$ cat config.mk
export PLATFORM = sky130hd
export DESIGN_NAME = preg_free_list
export DESIGN_NICKNAME = d
export VERILOG_FILES = /design/src/rtl/preg_free_list.sv
export SDC_FILE = /design/constraint.sdc
export NUM_CORES = 1
export LEC_CHECK = 0
export BUFFER_PORTS_ARGS = -buffer_cell sky130_fd_sc_hd__buf_2
export CAP_MARGIN = 30
export CORE_MARGIN = 3
export CORE_UTILIZATION = 49
export DETAILED_ROUTE_END_ITERATION = 7
export GPL_TIMING_DRIVEN = 0
export HOLD_SLACK_MARGIN = 0.05
export MAX_ROUTING_LAYER = met4
export PLACE_DENSITY = 0.71
export SYNTH_ARGS = -nofsm -noshare
export SYNTH_HDL_FRONTEND = slang
export SYNTH_SLANG_ARGS = --single-unit
$ cat constraint.sdc
create_clock -name i_clk -period 6.64 [get_ports i_clk]
set_input_delay 0.996 -clock i_clk [delete_from_list [all_inputs] [get_ports i_clk]]
set_output_delay 0.996 -clock i_clk [all_outputs]
set_load 0.01 [all_outputs]
$ cat src/rtl/preg_free_list.sv
// rtl/preg_free_list.sv - rename-stage physical register free list
// Circular FIFO of unmapped pregs with per-register mapped tracking to reject illegal frees.
module preg_free_list #(
    parameter int NUM_PREGS = 64,
    parameter int NUM_AREGS = 32,
    localparam int TAG_W = $clog2(NUM_PREGS)
) (
    input  logic             i_clk,
    input  logic             i_rst,
    input  logic             i_alloc_req,
    output logic             o_alloc_gnt,
    output logic [TAG_W-1:0] o_alloc_preg,
    input  logic             i_free_valid,
    input  logic [TAG_W-1:0] i_free_preg,
    output logic [TAG_W:0]   o_free_count,
    output logic             o_empty,
    output logic             o_free_err
);

    localparam int DEPTH = NUM_PREGS - NUM_AREGS;
    localparam int PTR_W = $clog2(DEPTH);
    localparam int CNT_W = PTR_W + 1;
    localparam logic [CNT_W-1:0] L_FULL = CNT_W'(DEPTH);
    localparam logic [PTR_W-1:0] L_LAST = PTR_W'(DEPTH - 1);

    logic [TAG_W-1:0]     r_entry [DEPTH];
    logic [PTR_W-1:0]     r_head;
    logic [PTR_W-1:0]     r_tail;
    logic [CNT_W-1:0]     r_count;
    logic [NUM_PREGS-1:0] r_mapped;
    logic                 r_empty;
    logic                 r_free_err;

    logic                 w_gnt;
    logic [TAG_W-1:0]     w_head_preg;
    logic                 w_free_nz;
    logic                 w_free_ok;
    logic                 w_free_bad;
    logic [PTR_W-1:0]     w_head_nxt;
    logic [PTR_W-1:0]     w_tail_nxt;
    logic [CNT_W-1:0]     w_count_nxt;
    logic [NUM_PREGS-1:0] w_mapped_nxt;

    assign w_head_preg = r_entry[r_head];
    assign w_gnt       = i_alloc_req & ~r_empty;

    // p0 frees are dropped silently; legality uses pre-edge mapped state and count
    assign w_free_nz  = i_free_valid & (i_free_preg != '0);
    assign w_free_ok  = w_free_nz & r_mapped[i_free_preg] & (r_count != L_FULL);
    assign w_free_bad = w_free_nz & ~w_free_ok;

    assign w_head_nxt = (r_head == L_LAST) ? '0 : r_head + 1'b1;
    assign w_tail_nxt = (r_tail == L_LAST) ? '0 : r_tail + 1'b1;

    always_comb begin
        w_count_nxt = r_count;
        case ({w_gnt, w_free_ok})
            2'b10:   w_count_nxt = r_count - 1'b1;
            2'b01:   w_count_nxt = r_count + 1'b1;
            default: w_count_nxt = r_count;
        endcase
    end

    always_comb begin
        w_mapped_nxt = r_mapped;
        if (w_free_ok) begin
            w_mapped_nxt[i_free_preg] = 1'b0;
        end
        if (w_gnt) begin
            w_mapped_nxt[w_head_preg] = 1'b1;
        end
    end

    always_ff @(posedge i_clk) begin
        if (i_rst) begin
            for (int i = 0; i < DEPTH; i++) begin
                r_entry[i] <= TAG_W'(NUM_AREGS + i);
            end
            r_head     <= '0;
            r_tail     <= '0;
            r_count    <= L_FULL;
            r_mapped   <= {{DEPTH{1'b0}}, {NUM_AREGS{1'b1}}};
            r_empty    <= 1'b0;
            r_free_err <= 1'b0;
        end else begin
            if (w_free_ok) begin
                r_entry[r_tail] <= i_free_preg;
                r_tail          <= w_tail_nxt;
            end
            if (w_gnt) begin
                r_head <= w_head_nxt;
            end
            r_count    <= w_count_nxt;
            r_mapped   <= w_mapped_nxt;
            r_empty    <= (w_count_nxt == '0);
            r_free_err <= w_free_bad;
        end
    end

    assign o_alloc_gnt  = w_gnt;
    assign o_alloc_preg = w_head_preg;
    assign o_free_count = (TAG_W + 1)'(r_count);
    assign o_empty      = r_empty;
    assign o_free_err   = r_free_err;

endmodule

# --- Word level (Yosys, flattened, before mapping) ---
# Memory sizes are Yosys's and may differ from the RTL's. A register that Yosys moved wholly into a read port is not among the register bits.
# Cells that the tools add are included.
op_classes:
  n_mux: 21
  n_eq_ne: 5
  n_bitwise: 10
  magnitude_cmp: 4
  n_reduce_logical: 5
  n_addsub: 4
op_table:
  columns: ["cell", "count"]
  rows:
  - ["64-bit 2-to-1 mux", 2]
  - ["64-bit bitwise AND", 1]
  - ["64-bit inverter", 1]
  - ["64-bit bitwise OR", 1]
  - ["5-bit 2-to-1 mux", 5]
  - ["6-bit by 7-bit less-than comparator with 1-bit output (second input constant)", 2]
  - ["1-bit demux with 6-bit select", 2]
  - ["6-bit by 1-bit greater-or-equal comparator with 1-bit output (second input constant)", 2]
  - ["6-bit one-hot mux with 2 select lines", 1]
  - ["5-bit by 1-bit adder with 5-bit output (second input constant)", 2]
  - ["5-bit equality test (second input constant)", 2]
  - ["1-bit 2-to-1 mux", 9]
  - ["6-bit by 1-bit adder with 6-bit output (second input constant)", 1]
  - ["1-bit binary-select mux with 6-bit select", 1]
  - ["6-bit logical NOT", 1]
  - ["6-bit 2-to-1 mux", 1]
  - ["6-bit inequality test (second input constant)", 1]
  - ["6-bit nonzero test", 1]
  - ["6-bit OR reduction", 1]
  - ["6-bit by 1-bit subtractor with 6-bit output (second input constant)", 1]
  - ["1-bit bitwise AND", 5]
  - ["2-bit by 1-bit equality test with 1-bit output (second input constant)", 1]
  - ["2-bit equality test (second input constant)", 1]
  - ["1-bit logical AND", 2]
  - ["1-bit inverter", 2]
word_totals:
  ram_bits: 192
  input_bits: 10
  output_inout_bits: 16
  wordCells: 56
  mem_count: 1
  regBits: 82
memory_table:
  columns: ["name", "depth", "word_bits", "read_ports", "rd_clocked_by_memory_dff", "write_ports", "line_no", "text"]
  rows:
  - ["r_entry", 32, 6, 1, 1, 32, "26", "logic [TAG_W-1:0] r_entry [DEPTH];"]

# --- Logic depth before layout (Yosys ltp) ---
# Gate-level depths: netlist of the first run.
depth:
  word_depth: 9
  depth_mapped: 22
  ltp_nobuf: 17

# --- Least setup slack after synthesis of the first run ---
# Ideal clock, no wire load.
synth_path:
  path_type: "input to register"
  from: "in i_free_preg[1]"
  to: "reg r_empty (netlist: o_empty)"
  cell_stages: 21
  setup_time_ps: 80
  path_buffers: 4
  setup_slack_ps: 1819
  arrival_ps: 4741
  required_time_ps: 6560
  path_cell_list: "buf_6 > mux2_2 > a221o_1 > a221oi_2 > o31ai_1 > or3_1 > buf_6 > nand2_4 > buf_6 > inv_4 > buf_2 > ha_1 > inv_1 > ha_1 > a21oi_1 > a21boi_0 > o21a_1 > or3_1 > a21oi_1 > xnor2_1 > nor3b_1"
synth_via:
  elab_chain_len: 7
  elab_cells_between_ends: 10
  classes_between: "eq/ne: 2; mux: 3; bitwise: 3; reduce/logical: 2"
synth_rtl:
  columns: ["item", "line_no", "text"]
  rows:
  - ["start: declaration", "14", "input logic [TAG_W-1:0] i_free_preg,"]
  - ["1-bit binary-select mux with 6-bit select / 6-bit nonzero test (equally long branches)", "49, 48", null]
  - ["1-bit 2-to-1 mux (implied by the code) / 1-bit bitwise AND (equally long branches)", "49, 48", null]
  - ["1-bit bitwise AND * (2 in a row)", "49", "assign w_free_ok = w_free_nz & r_mapped[i_free_preg] & (r_count != L_FULL);"]
  - ["2-bit by 1-bit equality test with 1-bit output / 2-bit equality test (equally long branches)", "57", "case ({w_gnt, w_free_ok})"]
  - ["6-bit one-hot mux with 2 select lines *", "57", null]
  - ["6-bit logical NOT *", "95", "r_empty <= (w_count_nxt == '0);"]
  - ["end signal: assignment", "95", null]
  - ["end: declaration", "31", "logic r_empty;"]
# Mark *: on every way between the ends. The rest lies on a longest branch, timed or not. The select of a mux whose other input is x is not followed.
# A chain may end at the register's enable or synchronous reset.

# --- Worst setup path after layout of the first run ---
layout_path:
  from: "in i_free_preg[3]"
  to: "reg r_empty (netlist: o_empty)"
# Same word-level chain as after synthesis.

==> impl_metrics.py, run 1 <==
metrics = {
    "synth": {
        "synth-edff-count": 192,
        "synth_area_leaders": "edfxtp_1 41%, dfxtp_1 12%, mux4_2 6.8%",
        "yosys_register_bits": 279,
        "syn_area_um2": 14150,
        "syn_nets": 1244,
        "yosysMostFrequentCell": "edfxtp_1",
        "synthAdderAreaFrac_pct": 1.291,
        "ys_top_cells_by_count": "192 x edfxtp_1, 105 x nand3_1, 92 x nor3_1, 87 x dfxtp_1, 69 x nand2_1",
        "muxShareOfSynthArea_pct": 9.867,
        "yosys_warnings": 0,
        "yosysTopAreaCellShare_pct": 40.74,
        "syn_inst": 1220,
        "ys.flop_type": "edfxtp_1",
        "ys_types": 81,
        "synth_xor_area_share_pct": 0.2475,
        "yosysTopAreaCell": "edfxtp_1",
        "syn_avg_cell_area_um2": 11.60,
        "synth_top_family_by_area": "simple AND/OR/NAND/NOR gates",
        "synth_sequential_area_ratio_pct": 53.05,
        "synth-simple-area-share_pct": 19.28,
        "synth_compound_area_share_pct": 10.76,
        "async_reset_ff_share_pct": 0,
    },
    "setup_path": {
        "critPathMaxFanout": 10,
        "required_ns": 7.10,
        "arrival_ns": 5.81,
        "cp-end-kind": "flop",
        "critPathKind": "input port to flop",
        "critPathLaunchType": "input port",
    },
    "layout": {
        "n_fill_cell": 2425,
        "fin_nets": 1315,
        "fin_util_pct": 56.43,
        "drive_gt1_share_pct": 17.43,
        "seqCellArea_um2": 7507,
        "stdcell_count": 1692,
        "multi_input_area_um2": 5869,
        "area_delta_synth_final_pct": 11.99,
        "diodes": 0,
        "fin_area_um2": 15850,
    },
    "place": {
        "gp_congestion": 1.003,
        "place_area_um2": 14850,
        "placed_cells": 1638,
        "port_buffers": 21,
        "post-place-ws_ns": 0.8698,
        "hpwl_um": 31990,
    },
    "grt": {
        "gr-total-overflow": 0,
        "grt_first_pass_wirelength_um": 68110,
        "track_usage_pct": 30.05,
        "antenna_found_initial": 0,
        "grt_pass1_vias": 11060,
        "grt_max_degree": 16,
    },
    "cts": {
        "post_cts_buffers": 0,
        "clock-sinks": 279,
        "ctsResizeCount": 0,
        "holdBufCountCts": 0,
        "clk_latency_ns": 0.58,
        "cts_tree": "yes",
        "clkSlewWorstSetupHoldPaths_ns": 0.06,
        "htree_levels": 1,
        "ctsLongestPathBuffers": 3,
        "cts_made_buffers": 29,
        "clock_tree.root_cell": "clkbuf_16",
    },
    "route": {
        "ant_nets": 0,
        "drt_iter0_drc": 1770,
        "wire_per_inst_um": 27.02,
        "wl_met2_um": 20710,
        "vias_per_cell": 6.774,
        "m1WireLength_um": 16880,
        "wl_met3_um": 5444,
        "wirelength_um": 45720,
        "via_count": 11460,
        "drc": 0,
        "firstDrtPassIters": 7,
        "highest_layer": "met4",
    },
    "sta": {
        "final.setup_skew_ns": 0.01666,
        "setup_viol": 0,
        "hold_viol": 0,
        "finalCriticalPeriod_ns": 5.349,
        "finalCritPeriodShare_pct": 80.56,
        "max_clock_freq_mhz": 186.9,
        "report.final.slew_viol_count": 0,
        "timing.setup.tns_ns": 0,
        "max_slew_margin_pct": 32.53,
        "holdWs_ns": 0.4499,
        "grt_setup_unrepaired": "false",
        "max_slew.worst_pin.slew_ns": 1.004,
        "worst_slack_ns": 1.291,
    },
    "power_and_ir_drop": {
        "clockPowerShare_pct": 37.5,
        "p_per_area_nw_per_um2": 291.0,
        "leakage_nw": 4.776,
        "netSwitchingPower_mw": 1.415,
        "irDropWorstVdd_uv": 289.0,
        "netSwitchingFraction_pct": 30.68,
        "combinationalPowerShare_pct": 20.2,
        "seqPwrFrac_pct": 42.3,
        "p_int_mw": 3.197,
        "power.total_mw": 4.612,
    },
    "die": {
        "core_area_um2": 28090,
        "dieHeight_um": 175.9,
        "fp.dieW_um": 175.9,
        "rows": 61,
        "die-area_um2": 30960,
        "ios": 26,
        "initial_core_util_pct": 50.39,
    },
    "run": {
        "drv_cap": 0,
    },
    "outcome": {
        "status": "complete, no violations",
    },
    "min_path": {
        "holdCritPathClass": "flop to flop",
    },
}
## cell families (layout without fill, tap and decap cells)
| logic type | count (synthesis) | after routing |
|---|---|---|
| AND/OR/NAND/NOR | 483 | 483 |
| flip-flops | 279 | 279 |
| AO/OA/AOI/OAI | 208 | 208 |
| buffers and inverters | 146 | 240 |
| multiplexers | 85 | 85 |
| adder cells (fa/ha/maj) | 14 | 14 |
| XOR/XNOR | 4 | 4 |
| other | 1 | 1 |
## worst paths after layout
check | from | to | slack [ns] | depth (start not counted)
worst max register to register | r_mapped[16] | o_empty | 1.85 | 19
worst min-delay path | r_mapped[17] | r_mapped[17] | 0.45 | 2
worst max-delay path | i_free_preg[3] | o_empty | 1.29 | 20
worst min register to register | r_mapped[17] | r_mapped[17] | 0.45 | 2
## routing by layer
metal	track usage (%)	up-vias
li1	-	4875
met1	39.17	5508
met2	45.15	881
met3	6.043	198
met4	14.91	0
met5	-	-
## cell usage in the layout (no fill, tap or decap), types with 15 or more instances in the layout
cell type / Yosys / final
a21oi_1: 24 / 24
buf_2: 15 / 47
buf_6: 23 / 23
clkbuf_1: 57 / 59
clkbuf_16: 0 / 29
dfxtp_1: 87 / 87
edfxtp_1: 192 / 192
inv_1: 30 / 30
mux2i_1: 39 / 39
mux4_2: 43 / 43
nand2_1: 69 / 69
nand2b_1: 21 / 21
nand3_1: 105 / 105
nand4_1: 15 / 15
nor2_1: 37 / 37
nor3_1: 92 / 92
o21ai_0: 51 / 49
o32ai_1: 17 / 17
o41ai_1: 18 / 18
or3_1: 49 / 49
## critical path: stages
cell and delay (ns):
buf_2 0.09, clkbuf_1 0.46, nand3_1 0.43, o221ai_1 0.58, or3_1 0.21, buf_6 0.14
nand2_4 0.07, buf_6 0.21, inv_4 0.09, buf_2 0.31, ha_1 0.31, inv_1 0.14
ha_1 0.32, a21oi_1 0.17, a21boi_0 0.13, o21a_1 0.19, or3_1 0.30, a21oi_1 0.19
xnor2_1 0.16, nor3b_1 0.30
## flip-flops by register name, summed over array words and instances (netlist names), named ones only
signal,cells
r_head,5
r_count,6
o_free_err,1
r_mapped,64
r_entry,192
o_empty,1
r_tail,5
## layout make-up
type	instances	area share, %
flip-flops and latches	279	47.37
inverters	37	0.8921
repair buffers	40	1.389
multi-input cells	795	37.03
clock inverters	23	1.705
clock buffers	31	4.626
plain buffers	109	4.003
well taps	378	2.984
## power by group through the flow
stage	registers (mW)	logic [mW]	clock network (mW)
2_1_floorplan	1.98	0.596	0
6_report	1.95	0.933	1.73
3_5_place_dp	1.99	0.900	0
5_1_grt	1.96	0.984	1.80
3_3_place_gp	1.98	0.885	0
4_1_cts	1.95	0.904	1.73
(Power assumes the default switching activity.)
==> run 2: changes to the inputs <==
==> constraint.sdc (replaced) <==
create_clock -name i_clk -period 5.61 [get_ports i_clk]
set_input_delay 0.8415 -clock i_clk [delete_from_list [all_inputs] [get_ports i_clk]]
set_output_delay 0.8415 -clock i_clk [all_outputs]
set_load 0.01 [all_outputs]
==> impl_metrics.py, run 2 (synthesized netlist as in run 1, its figures left out) <==
metrics = {
    "outcome": {
        "status": "complete, no violations",
    },
    "setup_path": {
        "rr_startpoint": "r_mapped[22]",
        "reg2reg_setup_slack_ns": 0.85,
        "rr_worst_depth": 19,
        "r2r-end": "o_empty",
        "critPathLaunchType": "input port",
        "critPathMaxFanout": 10,
        "arrival_ns": 5.62,
        "critPathKind": "input port to flop",
        "cp-end-kind": "flop",
        "required_ns": 6.08,
    },
    "grt": {
        "track_usage_pct": 30.05,
        "antenna_found_initial": 0,
        "gr-total-overflow": 0,
        "grt_first_pass_wirelength_um": 68090,
        "grt_pass1_vias": 11060,
        "grt_max_degree": 16,
    },
    "die": {
        "ios": 26,
        "dieHeight_um": 175.9,
        "rows": 61,
        "core_area_um2": 28090,
        "die-area_um2": 30960,
        "fp.dieW_um": 175.9,
        "initial_core_util_pct": 50.39,
    },
    "min_path": {
        "min_to": "r_mapped[17]",
        "hold_depth": 2,
        "holdCritPathClass": "flop to flop",
        "hold_path.startpoint": "r_mapped[17]",
    },
    "layout": {
        "drive_gt1_share_pct": 17.43,
        "largestRegisters": "r_entry x192, r_mapped x64, r_count x6",
        "fin_nets": 1315,
        "fin_util_pct": 56.43,
        "n_fill_cell": 2425,
        "regMostFlops": "r_entry",
        "area_delta_synth_final_pct": 11.99,
        "layout_common_cells": "192 x edfxtp_1, 105 x nand3_1, 92 x nor3_1",
        "final_common_cell": "edfxtp_1",
        "stdcell_count": 1692,
        "diodes": 0,
        "largest_register_ffs": 192,
    },
    "cts": {
        "clkSlewWorstSetupHoldPaths_ns": 0.06,
        "post_cts_buffers": 0,
        "cts_made_buffers": 29,
        "holdBufCountCts": 0,
        "clock_tree.root_cell": "clkbuf_16",
        "htree_levels": 1,
        "cts_tree": "yes",
        "clk_latency_ns": 0.58,
        "ctsLongestPathBuffers": 3,
        "clock-sinks": 279,
        "ctsResizeCount": 0,
    },
    "place": {
        "placed_cells": 1638,
        "gp_congestion": 1.003,
        "port_buffers": 21,
        "hpwl_um": 31990,
    },
    "route": {
        "drt_iter0_drc": 1817,
        "firstDrtPassIters": 6,
        "wire_per_inst_um": 27.02,
        "vias_per_cell": 6.744,
        "drc": 0,
        "ant_nets": 0,
        "wirelength_um": 45710,
        "via_count": 11410,
    },
    "sta": {
        "finalCritPeriodShare_pct": 91.81,
        "setup_viol": 0,
        "hold_viol": 0,
        "finalCriticalPeriod_ns": 5.150,
        "max_clock_freq_mhz": 194.2,
        "max_slew.worst_pin.slew_ns": 0.9904,
        "report.final.slew_viol_count": 0,
        "final.setup_skew_ns": 0.01648,
        "max_slew_margin_pct": 33.47,
        "grt_setup_unrepaired": "false",
    },
    "run": {
        "drv_cap": 0,
    },
    "power_and_ir_drop": {
        "p_per_area_nw_per_um2": 344.3,
        "leakage_nw": 4.775,
        "irDropWorstVdd_uv": 341.6,
    },
}
==> run 2: cell counts in the layout (fill, tap and decap cells not counted) <==
No cell type changed its count.
==> run 2: report_power, final <==
group	internal, mW	switching [mW]
Clock	1.19	0.861
Sequential	2.26	0.0500
Combinational	0.341	0.761
==> run 2: worst max-delay path, cell delays in order <==
cell	delay, ns
buf_2	0.09
clkbuf_1	0.46
nand3_1	0.42
o221ai_1	0.57
or3_1	0.21
buf_6	0.14
nand2_4	0.07
buf_6	0.21
inv_4	0.09
buf_2	0.31
ha_1	0.31
inv_1	0.14
ha_1	0.32
a21oi_1	0.16
a21boi_0	0.13
o21a_1	0.19
or3_1	0.30
a21oi_1	0.19
xnor2_1	0.16
nor3b_1	0.28
==> run 2: layout make-up <==
type | instances | area, um^2 | area share (%)
clock inverters | 23 | 270.3 | 1.705
repair buffers | 40 | 220.2 | 1.389
clock buffers | 31 | 733.2 | 4.626
plain buffers | 109 | 634.4 | 4.003
well taps | 378 | 473.0 | 2.984
multi-input cells | 795 | 5869 | 37.03
flip-flops and latches | 279 | 7507 | 47.37
inverters | 37 | 141.4 | 0.8921
==> run 2: worst max path at each step <==
stage,cells after the start,to,from,slack [ns]
finish,20,o_empty,i_free_preg[3],0.46
global route,20,o_empty,i_free_preg[3],0.23
CTS,23,o_empty,i_free_preg[1],0.56
detailed placement,23,o_empty,i_free_preg[1],-0.006
global placement,20,o_empty,i_free_preg[2],-0.0009
floorplan,21,o_empty,i_free_preg[1],0.94
==> run 2: through the flow <==
step                      total power, mW  worst slack, ns  hold WS, ns  instance area [um^2]  setup TNS (ns)
final                               5.456           0.4595       0.4494                 15850               0
after floorplan                     3.050           0.9439       0.4218                 14150               0
after global placement              3.396       -0.0009401       0.4366                 14730      -0.0009401
after detailed placement            3.416        -0.005674       0.4398                 14850       -0.005674
after global routing                5.614           0.2265       0.4745                 15850               0
after CTS                           5.425           0.5571       0.4493                 15850               0
==> run 2: metal layers <==
metal  vias to the layer above  wire length, um  track usage (%)
li1                       4871                -                -
met1                      5516            16890            39.16
met2                       826            20660            45.36
met3                       198             5457            5.914
met4                         0             2708            14.75
met5                         -                0                -
